--- src/rtl/dll_lock_code_sequencer_if.sv ---
`default_nettype none
// +--------------------------------------------------------------------------+
// | Module   : dll_lock_code_sequencer_if                                    |
// | Brief    : DLL control/status bundle between sequencer and its host.     |
// | Revision : 1.0                                                           |
// +--------------------------------------------------------------------------+
interface dll_lock_code_sequencer_if;
    logic       ENABLE;
    logic       UPDATE_REQ;
    logic       DLL_LOCK;
    logic       DLL_DELAY_DIFF;
    logic [7:0] DLL_CODE;
    logic       DLL_POWERDOWN_N;
    logic       DLL_CODE_UPDATE;
    logic [7:0] CODE_OUT;
    logic       CODE_VALID;
    logic       CODE_CHANGED;
    logic       LOCKED;
    logic       ERROR;
    logic [1:0] RETRY_CNT;

    modport master (
        output ENABLE, UPDATE_REQ, DLL_LOCK, DLL_DELAY_DIFF, DLL_CODE,
        input  DLL_POWERDOWN_N, DLL_CODE_UPDATE, CODE_OUT, CODE_VALID,
        input  CODE_CHANGED, LOCKED, ERROR, RETRY_CNT
    );

    modport slave (
        input  ENABLE, UPDATE_REQ, DLL_LOCK, DLL_DELAY_DIFF, DLL_CODE,
        output DLL_POWERDOWN_N, DLL_CODE_UPDATE, CODE_OUT, CODE_VALID,
        output CODE_CHANGED, LOCKED, ERROR, RETRY_CNT
    );
endinterface
`default_nettype wire

--- src/rtl/dll_lock_code_sequencer.sv ---
`default_nettype none
// +--------------------------------------------------------------------------+
// | Module   : dll_lock_code_sequencer                                       |
// | Brief    : DLL power/lock sequencing, lock filtering and code capture.   |
// | Revision : 1.0                                                           |
// +--------------------------------------------------------------------------+
module dll_lock_code_sequencer #(
    parameter int PWRDN_CYCLES       = 16,
    parameter int LOCK_TIMEOUT       = 4096,
    parameter int LOCK_FILTER_CYCLES = 64,
    parameter int UPDATE_PULSE       = 4,
    parameter int CODE_SETTLE        = 2,
    parameter int UPDATE_INTERVAL    = 1024,
    parameter int MAX_RETRY          = 3
) (
    input  wire                      CLK,
    input  wire                      RESET,
    dll_lock_code_sequencer_if.slave bus
);

    localparam int c_pwr_w = $clog2(PWRDN_CYCLES + 1);
    localparam int c_tmo_w = $clog2(LOCK_TIMEOUT + 1);
    localparam int c_flt_w = $clog2(LOCK_FILTER_CYCLES + 1);
    localparam int c_pls_w = $clog2(UPDATE_PULSE + 1);
    localparam int c_stl_w = (CODE_SETTLE < 1) ? 1 : $clog2(CODE_SETTLE + 1);
    localparam int c_int_w = $clog2(UPDATE_INTERVAL + 1);

    localparam logic [c_pwr_w-1:0] c_pwr_last = c_pwr_w'(PWRDN_CYCLES - 1);
    localparam logic [c_tmo_w-1:0] c_tmo_last = c_tmo_w'(LOCK_TIMEOUT - 1);
    localparam logic [c_flt_w-1:0] c_flt_last = c_flt_w'(LOCK_FILTER_CYCLES - 1);
    localparam logic [c_pls_w-1:0] c_pls_last = c_pls_w'(UPDATE_PULSE - 1);
    localparam logic [c_stl_w-1:0] c_stl_last = c_stl_w'(CODE_SETTLE - 1);
    localparam logic [c_int_w-1:0] c_int_last = c_int_w'(UPDATE_INTERVAL - 1);
    localparam logic [1:0]         c_max_retry = 2'(MAX_RETRY);

    localparam logic [3:0] c_st_off       = 4'd0;
    localparam logic [3:0] c_st_pwrdn     = 4'd1;
    localparam logic [3:0] c_st_wait_lock = 4'd2;
    localparam logic [3:0] c_st_filter    = 4'd3;
    localparam logic [3:0] c_st_pulse     = 4'd4;
    localparam logic [3:0] c_st_settle    = 4'd5;
    localparam logic [3:0] c_st_capture   = 4'd6;
    localparam logic [3:0] c_st_track     = 4'd7;
    localparam logic [3:0] c_st_fault     = 4'd8;

    logic [3:0]         r_state;
    logic               r_lock_meta, r_lock_s;
    logic               r_diff_meta, r_diff_s, r_diff_d;
    logic [c_pwr_w-1:0] r_pwr_cnt;
    logic [c_tmo_w-1:0] r_tmo_cnt;
    logic [c_flt_w-1:0] r_flt_cnt;
    logic [c_pls_w-1:0] r_pls_cnt;
    logic [c_stl_w-1:0] r_stl_cnt;
    logic [c_int_w-1:0] r_int_cnt;
    logic               r_first;
    logic               r_pwrdn_n;
    logic               r_code_update;
    logic [7:0]         r_code_out;
    logic               r_code_valid;
    logic               r_code_changed;
    logic               r_locked;
    logic               r_error;
    logic [1:0]         r_retry_cnt;

    logic               w_diff_rise;
    logic               w_trigger;
    logic [1:0]         w_retry_next;

    assign w_diff_rise  = r_diff_s & ~r_diff_d;
    assign w_trigger    = (r_int_cnt == c_int_last) | bus.UPDATE_REQ | w_diff_rise;
    assign w_retry_next = (r_retry_cnt == c_max_retry) ? r_retry_cnt : r_retry_cnt + 2'd1;

    always_ff @(posedge CLK) begin
        if (RESET) begin
            r_state        <= c_st_off;
            r_lock_meta    <= 1'b0;
            r_lock_s       <= 1'b0;
            r_diff_meta    <= 1'b0;
            r_diff_s       <= 1'b0;
            r_diff_d       <= 1'b0;
            r_pwr_cnt      <= '0;
            r_tmo_cnt      <= '0;
            r_flt_cnt      <= '0;
            r_pls_cnt      <= '0;
            r_stl_cnt      <= '0;
            r_int_cnt      <= '0;
            r_first        <= 1'b0;
            r_pwrdn_n      <= 1'b0;
            r_code_update  <= 1'b0;
            r_code_out     <= 8'h00;
            r_code_valid   <= 1'b0;
            r_code_changed <= 1'b0;
            r_locked       <= 1'b0;
            r_error        <= 1'b0;
            r_retry_cnt    <= 2'd0;
        end else begin
            r_lock_meta    <= bus.DLL_LOCK;
            r_lock_s       <= r_lock_meta;
            r_diff_meta    <= bus.DLL_DELAY_DIFF;
            r_diff_s       <= r_diff_meta;
            r_diff_d       <= r_diff_s;
            r_code_changed <= 1'b0;

            if (!bus.ENABLE) begin
                r_state       <= c_st_off;
                r_pwrdn_n     <= 1'b0;
                r_code_update <= 1'b0;
                r_locked      <= 1'b0;
                r_code_valid  <= 1'b0;
            end else begin
                case (r_state)
                    c_st_off: begin
                        r_state     <= c_st_pwrdn;
                        r_pwr_cnt   <= '0;
                        r_retry_cnt <= 2'd0;
                        r_error     <= 1'b0;
                        r_pwrdn_n   <= 1'b0;
                    end

                    c_st_pwrdn: begin
                        if (r_pwr_cnt == c_pwr_last) begin
                            r_state   <= c_st_wait_lock;
                            r_pwrdn_n <= 1'b1;
                            r_tmo_cnt <= '0;
                        end else begin
                            r_pwr_cnt <= r_pwr_cnt + 1'b1;
                        end
                    end

                    // Timeout outranks a lock seen on the same cycle.
                    c_st_wait_lock: begin
                        if (r_tmo_cnt == c_tmo_last) begin
                            r_retry_cnt <= w_retry_next;
                            r_pwrdn_n   <= 1'b0;
                            if (w_retry_next == c_max_retry) begin
                                r_state <= c_st_fault;
                                r_error <= 1'b1;
                            end else begin
                                r_state   <= c_st_pwrdn;
                                r_pwr_cnt <= '0;
                            end
                        end else begin
                            r_tmo_cnt <= r_tmo_cnt + 1'b1;
                            if (r_lock_s) begin
                                if (LOCK_FILTER_CYCLES <= 1) begin
                                    r_state       <= c_st_pulse;
                                    r_locked      <= 1'b1;
                                    r_first       <= 1'b1;
                                    r_code_update <= 1'b1;
                                    r_pls_cnt     <= '0;
                                end else begin
                                    r_state   <= c_st_filter;
                                    r_flt_cnt <= c_flt_w'(1);
                                end
                            end
                        end
                    end

                    c_st_filter: begin
                        if (!r_lock_s) begin
                            r_state <= c_st_wait_lock;
                        end else if (r_flt_cnt == c_flt_last) begin
                            r_state       <= c_st_pulse;
                            r_locked      <= 1'b1;
                            r_first       <= 1'b1;
                            r_code_update <= 1'b1;
                            r_pls_cnt     <= '0;
                        end else begin
                            r_flt_cnt <= r_flt_cnt + 1'b1;
                        end
                    end

                    c_st_pulse, c_st_settle, c_st_capture, c_st_track: begin
                        if (!r_lock_s) begin
                            r_state       <= c_st_wait_lock;
                            r_locked      <= 1'b0;
                            r_code_valid  <= 1'b0;
                            r_code_update <= 1'b0;
                            r_tmo_cnt     <= '0;
                        end else begin
                            case (r_state)
                                c_st_pulse: begin
                                    if (r_pls_cnt == c_pls_last) begin
                                        r_code_update <= 1'b0;
                                        r_stl_cnt     <= '0;
                                        r_state       <= (CODE_SETTLE == 0) ? c_st_capture : c_st_settle;
                                    end else begin
                                        r_pls_cnt <= r_pls_cnt + 1'b1;
                                    end
                                end
                                c_st_settle: begin
                                    if (r_stl_cnt == c_stl_last) begin
                                        r_state <= c_st_capture;
                                    end else begin
                                        r_stl_cnt <= r_stl_cnt + 1'b1;
                                    end
                                end
                                c_st_capture: begin
                                    r_code_out     <= bus.DLL_CODE;
                                    r_code_valid   <= 1'b1;
                                    r_code_changed <= (bus.DLL_CODE != r_code_out) | r_first;
                                    r_first        <= 1'b0;
                                    r_int_cnt      <= '0;
                                    r_state        <= c_st_track;
                                end
                                default: begin
                                    // All triggers share one path, so coincident ones yield one update.
                                    if (w_trigger) begin
                                        r_state       <= c_st_pulse;
                                        r_code_update <= 1'b1;
                                        r_pls_cnt     <= '0;
                                    end else begin
                                        r_int_cnt <= r_int_cnt + 1'b1;
                                    end
                                end
                            endcase
                        end
                    end

                    c_st_fault: begin
                        r_pwrdn_n    <= 1'b0;
                        r_error      <= 1'b1;
                        r_locked     <= 1'b0;
                        r_code_valid <= 1'b0;
                    end

                    default: begin
                        r_state <= c_st_off;
                    end
                endcase
            end
        end
    end

    assign bus.DLL_POWERDOWN_N = r_pwrdn_n;
    assign bus.DLL_CODE_UPDATE = r_code_update;
    assign bus.CODE_OUT        = r_code_out;
    assign bus.CODE_VALID      = r_code_valid;
    assign bus.CODE_CHANGED    = r_code_changed;
    assign bus.LOCKED          = r_locked;
    assign bus.ERROR           = r_error;
    assign bus.RETRY_CNT       = r_retry_cnt;

endmodule
`default_nettype wire

--- src/flat_wrapper.sv ---
// flat-port wrapper written by rule: the top's interface ports become plain ports
module dll_lock_code_sequencer_flat 
#(
    parameter int PWRDN_CYCLES       = 16,
    parameter int LOCK_TIMEOUT       = 4096,
    parameter int LOCK_FILTER_CYCLES = 64,
    parameter int UPDATE_PULSE       = 4,
    parameter int CODE_SETTLE        = 2,
    parameter int UPDATE_INTERVAL    = 1024,
    parameter int MAX_RETRY          = 3
)
  (CLK, RESET, bus_ENABLE, bus_UPDATE_REQ, bus_DLL_LOCK, bus_DLL_DELAY_DIFF, bus_DLL_CODE, bus_DLL_POWERDOWN_N, bus_DLL_CODE_UPDATE, bus_CODE_OUT, bus_CODE_VALID, bus_CODE_CHANGED, bus_LOCKED, bus_ERROR, bus_RETRY_CNT);
  dll_lock_code_sequencer_if bus_i ();
  input  wire CLK;
  input  wire RESET;
  input wire logic [$bits(bus_i.ENABLE)-1:0] bus_ENABLE;
  input wire logic [$bits(bus_i.UPDATE_REQ)-1:0] bus_UPDATE_REQ;
  input wire logic [$bits(bus_i.DLL_LOCK)-1:0] bus_DLL_LOCK;
  input wire logic [$bits(bus_i.DLL_DELAY_DIFF)-1:0] bus_DLL_DELAY_DIFF;
  input wire logic [$bits(bus_i.DLL_CODE)-1:0] bus_DLL_CODE;
  output wire logic [$bits(bus_i.DLL_POWERDOWN_N)-1:0] bus_DLL_POWERDOWN_N;
  output wire logic [$bits(bus_i.DLL_CODE_UPDATE)-1:0] bus_DLL_CODE_UPDATE;
  output wire logic [$bits(bus_i.CODE_OUT)-1:0] bus_CODE_OUT;
  output wire logic [$bits(bus_i.CODE_VALID)-1:0] bus_CODE_VALID;
  output wire logic [$bits(bus_i.CODE_CHANGED)-1:0] bus_CODE_CHANGED;
  output wire logic [$bits(bus_i.LOCKED)-1:0] bus_LOCKED;
  output wire logic [$bits(bus_i.ERROR)-1:0] bus_ERROR;
  output wire logic [$bits(bus_i.RETRY_CNT)-1:0] bus_RETRY_CNT;
  assign bus_i.ENABLE = bus_ENABLE;
  assign bus_i.UPDATE_REQ = bus_UPDATE_REQ;
  assign bus_i.DLL_LOCK = bus_DLL_LOCK;
  assign bus_i.DLL_DELAY_DIFF = bus_DLL_DELAY_DIFF;
  assign bus_i.DLL_CODE = bus_DLL_CODE;
  assign bus_DLL_POWERDOWN_N = bus_i.DLL_POWERDOWN_N;
  assign bus_DLL_CODE_UPDATE = bus_i.DLL_CODE_UPDATE;
  assign bus_CODE_OUT = bus_i.CODE_OUT;
  assign bus_CODE_VALID = bus_i.CODE_VALID;
  assign bus_CODE_CHANGED = bus_i.CODE_CHANGED;
  assign bus_LOCKED = bus_i.LOCKED;
  assign bus_ERROR = bus_i.ERROR;
  assign bus_RETRY_CNT = bus_i.RETRY_CNT;
  dll_lock_code_sequencer #(.PWRDN_CYCLES(PWRDN_CYCLES), .LOCK_TIMEOUT(LOCK_TIMEOUT), .LOCK_FILTER_CYCLES(LOCK_FILTER_CYCLES), .UPDATE_PULSE(UPDATE_PULSE), .CODE_SETTLE(CODE_SETTLE), .UPDATE_INTERVAL(UPDATE_INTERVAL), .MAX_RETRY(MAX_RETRY)) u_core (.CLK(CLK), .RESET(RESET), .bus(bus_i));
endmodule
--- config.mk ---
export PLATFORM = sky130hd
export DESIGN_NAME = dll_lock_code_sequencer_flat
export DESIGN_NICKNAME = d
export VERILOG_FILES = /design/src/rtl/dll_lock_code_sequencer_if.sv /design/src/rtl/dll_lock_code_sequencer.sv /design/src/flat_wrapper.sv
export SDC_FILE = /design/constraint.sdc
export NUM_CORES = 1
export LEC_CHECK = 0
export CORE_MARGIN = 5
export CORE_UTILIZATION = 60
export DETAILED_ROUTE_END_ITERATION = 6
export MAX_ROUTING_LAYER = met4
export PLACE_DENSITY_LB_ADDON = 0.15
export SLEW_MARGIN = 20
export SYNTH_ARGS = -nofsm -noshare
export SYNTH_HDL_FRONTEND = slang
export SYNTH_SLANG_ARGS = --single-unit
--- constraint.sdc ---
create_clock -name CLK -period 4 [get_ports CLK]
set_clock_uncertainty 0.2 [all_clocks]
set_input_delay 0.8 -clock CLK [delete_from_list [all_inputs] [get_ports CLK]]
set_output_delay 0.8 -clock CLK [all_outputs]
set_load 0.005 [all_outputs]
==> results.txt <==
* Total length of routed met2 wires: 3.82 mm
- Global-route wire length before repair: 14.3 mm
- Per-cell routed wire length: roughly 15 um
- In this run the remaining antenna-violating nets after routing total 0.
- Hold Slack: about 0.23 ns
- Type of element launching the critical path: input pin
* Initial antenna violation count: 0
* Worst-skew pair later-pin latency: roughly 0.35 ns
- Met1 Routed Length: 3.79 mm
- Clk pin slew, worst setup/hold paths: around 0.070 ns
* Die Height: just under 90 um
- Summed over its instances, the top area cell type makes up 37.4% of the synthesized netlist area.
- Max Freq: 0.361 GHz
- After detailed routing, the number of vias per cell comes to between 6 and 7.
* Buffers added on ports: 29
- Sequential elements use 37.4% of the synthesized area.
* Buffer levels on the longest clock path: 2
- The library cell used most frequently in the layout, excluding fill and tap cells, is sky130_fd_sc_hd__dfxtp_1.
- After clock tree synthesis, the flow added hold-fix buffers numbering 0.
- The clock drives between 60 and 70 sinks.
- The number of hold violations in the final report was 0.
- Post-detailed-placement half-perimeter wirelength: approximately 5.7 mm
* Cell area after synthesis: approximately 3600 sq um
- Overall power consumption after layout is estimated at roughly 1.4 mW.
- Of the cells placed in the final design, the portion with a size suffix greater than 1 is 7.33%.
- Setup violations remaining at the end of the flow were counted as 0.
- Area of combinational cells with multiple inputs: about 2100 sq um
* Prevailing post-synth register cell: sky130_fd_sc_hd__dfxtp_1
- Filler Cell Count: 480
* Max_slew headroom: a little under half
* Number of top-level design ports: 30
- Share of the cycle needed by the critical path after routing: just under 70%
* Fraction of registers with async set or reset after synthesis: 0%
- The clock tree synthesis step divided the H-tree into 3 levels.
* TNS Setup: 0 ns
- Global router's overall resource usage: a little under a quarter
- Site Rows: 28
* Detailed-route via count: between 3000 and 4000
- Drt first-iter violations: roughly 280
- Dividing total power by cell area gives a power density of 345 nW/um^2.
- Post-synthesis instance total: roughly 440
* Total gr overflow: 0
* Number of flip-flops and latches in the synthesized netlist: 67
* Worst IR drop on VDD: approximately 0.00024 V
- The tool flagged a number of max-cap violations equal to 0.
- For the worst setup path, the data arrival time is roughly 2.9 ns.
- Of all nets on the critical path, the largest fanout is 17.
- Clock tree from TritonCTS: yes
- Routability-driven placement finished with a final weighted congestion of approximately 0.8.
- The detailed router used layers up to and including met4.
* Final count of pins violating max slew: 0
- Final antenna diode count: 0
- The finished layout holds 539 standard cells, fillers aside.
* Worst Setup End Kind: flop
* Placed cells: 523
* Critical path required time: slightly above 4 ns
- Yosys printed 0 warnings.
* Post-Route WL: just over 8 mm
- Pin count of the biggest net entering global routing: 47
- For this design the static power due to leakage is 1.35 nW.
* Floorplan core area: 5850 sq um
- The number of clock buffers added by TritonCTS is 9.
* Cell type contributing the most total cell area after synthesis: sky130_fd_sc_hd__dfxtp_1
- Leading cell types in the layout, fill and taps excluded: sky130_fd_sc_hd__dfxtp_1 (67), sky130_fd_sc_hd__a21oi_1 (51), sky130_fd_sc_hd__nand2_1 (37), sky130_fd_sc_hd__nor2_1 (29), sky130_fd_sc_hd__clkdlybuf4s50_1 (29)
- For this configuration, the core starts out at a cell density of roughly three fifths.
- Sequential cell area: roughly 1300 sq um
- Path category of the worst min-delay check: flop to flop
- Slew at the pin closest to its max-slew limit: a little under 0.8 ns
* RSZ-0062 raised after global routing: false
* Number of enable flip-flop cells after synthesis: 0
* Clock period minus final worst setup slack: between 2 and 3 ns
* Post-detailed-route DRC marker count: 0
- Post-CTS repair changed the size of 0 cells.
- Layout net count: ~480
- Width of the die: roughly 87 um
- Synth unique cells: 65
* Layout area overhead: 14.9%
- By startpoint and endpoint, the worst setup path is classified as input pin to flop.
- Clock root cell: sky130_fd_sc_hd__clkbuf_8
- Largest cells by area after synthesis: sky130_fd_sc_hd__dfxtp_1 (37%), sky130_fd_sc_hd__a21oi_1 (7.1%), sky130_fd_sc_hd__nand2_1 (3.9%), sky130_fd_sc_hd__o21ai_0 (3.6%), sky130_fd_sc_hd__or4_1 (3.6%)
* Routed wire length on met3: between 400 and 500 um
- When the netlist entered floorplanning its net count stood at 460.
- The die covers between 7000 and 8000 sq um.
* Outcome: complete, no violations
- The first detailed-routing pass took 5 iterations.
- Cells fill a little over two thirds of the core in the end.
- Post-CTS repair timing setup buffer count: 0
* Via count of the first global-routing pass: slightly above 3000
- A synthesized cell averages slightly above 8 sq um.
## layer usage
layer  track usage [%]  up-vias
li1                  -     1684
met1              31.3     1608
met2              35.8      110
met3              3.41       22
met4              11.6        0
met5                 -        -
## flip-flops by register name, indices dropped and copies added, names as in the netlist, 2 cells and up
| register | count |
|---|---|
| u_core.r_tmo_cnt | 13 |
| u_core.r_int_cnt | 11 |
| u_core.bus.CODE_OUT | 8 |
| u_core.r_flt_cnt | 7 |
| u_core.r_pwr_cnt | 5 |
| u_core.r_state | 4 |
| u_core.r_pls_cnt | 3 |
| u_core.bus.RETRY_CNT | 2 |
| u_core.r_stl_cnt | 2 |
## final cells by class
class	instances	area share [%]
Clock buffer	11	3.67
Clock inverter	5	1.82
Inverter	10	0.910
Multi-Input combinational cell	338	51.0
Sequential cell	67	32.5
Tap cell	75	2.28
Timing Repair Buffer	33	7.77
## cells by family (layout without fill, tap and decap cells)
group           count (synthesis)  count (layout)  synth area share, %
simple gates                  182             182                 28.7
compound gates                130             130                 22.1
flops                          67              67                 37.4
buf+inv                        33              59                 4.15
xor+xnor                       11              11                 2.90
fa+ha+maj                       8               8                 2.79
mux                             7               7                 1.95
## through the flow
stage               setup slack [ns]  instance area (sq um)
floorplan                       1.46                   3590
global placement               0.943                   3890
detailed placement             0.904                   3890
CTS                             1.16                   4120
global route                    1.04                   4120
finish                          1.23                   4120
## synthesized netlist by cell type, types with 2 or more instances
master	count
sky130_fd_sc_hd__dfxtp_1	67
sky130_fd_sc_hd__a21oi_1	51
sky130_fd_sc_hd__nand2_1	37
sky130_fd_sc_hd__nor2_1	29
sky130_fd_sc_hd__o21ai_0	26
sky130_fd_sc_hd__or4_1	17
sky130_fd_sc_hd__nand3_1	15
sky130_fd_sc_hd__nor3_1	14
sky130_fd_sc_hd__clkbuf_1	12
sky130_fd_sc_hd__o31ai_1	12
sky130_fd_sc_hd__nor2b_1	11
sky130_fd_sc_hd__nand2b_1	9
sky130_fd_sc_hd__o21ai_1	9
sky130_fd_sc_hd__xnor2_1	9
sky130_fd_sc_hd__buf_2	8
sky130_fd_sc_hd__ha_1	8
sky130_fd_sc_hd__inv_1	8
sky130_fd_sc_hd__mux2i_1	7
sky130_fd_sc_hd__nand4_1	7
sky130_fd_sc_hd__or3_1	7
sky130_fd_sc_hd__a211oi_1	6
sky130_fd_sc_hd__nand3b_1	5
sky130_fd_sc_hd__nor4_1	5
sky130_fd_sc_hd__a311oi_1	4
sky130_fd_sc_hd__and3_1	4
sky130_fd_sc_hd__nor3b_1	3
sky130_fd_sc_hd__a21o_1	2
sky130_fd_sc_hd__a31oi_1	2
sky130_fd_sc_hd__and2_1	2
sky130_fd_sc_hd__and4_1	2
sky130_fd_sc_hd__buf_4	2
sky130_fd_sc_hd__nand4b_1	2
sky130_fd_sc_hd__nor4b_1	2
sky130_fd_sc_hd__o2111ai_1	2
sky130_fd_sc_hd__or4b_1	2
## worst paths after layout
check | startpoint | slack (ns) | to | depth (start not counted)
worst max-delay path | bus_ENABLE | 1.23 | u_core.r_int_cnt[0] | 6
worst min-delay path | u_core.r_tmo_cnt[12] | 0.23 | u_core.r_tmo_cnt[12] | 2
worst max register to register | u_core.r_state[1] | 1.25 | u_core.r_tmo_cnt[11] | 5
worst min register to register | u_core.r_tmo_cnt[12] | 0.23 | u_core.r_tmo_cnt[12] | 2
## worst max-delay path: stages
cell	delay [ns]
sky130_fd_sc_hd__clkdlybuf4s50_1	0.51
sky130_fd_sc_hd__nand2_2	0.15
sky130_fd_sc_hd__or3_1	0.49
sky130_fd_sc_hd__buf_4	0.24
sky130_fd_sc_hd__or4_1	0.51
sky130_fd_sc_hd__a21oi_1	0.15
## report_power, final
group | internal (mW) | total (mW) | switching (mW)
clock network | 0.382 | 0.643 | 0.261
logic | 0.0399 | 0.0972 | 0.0572
registers | 0.672 | 0.681 | 0.00949
No activity file was read; power rests on OpenSTA's default activity.
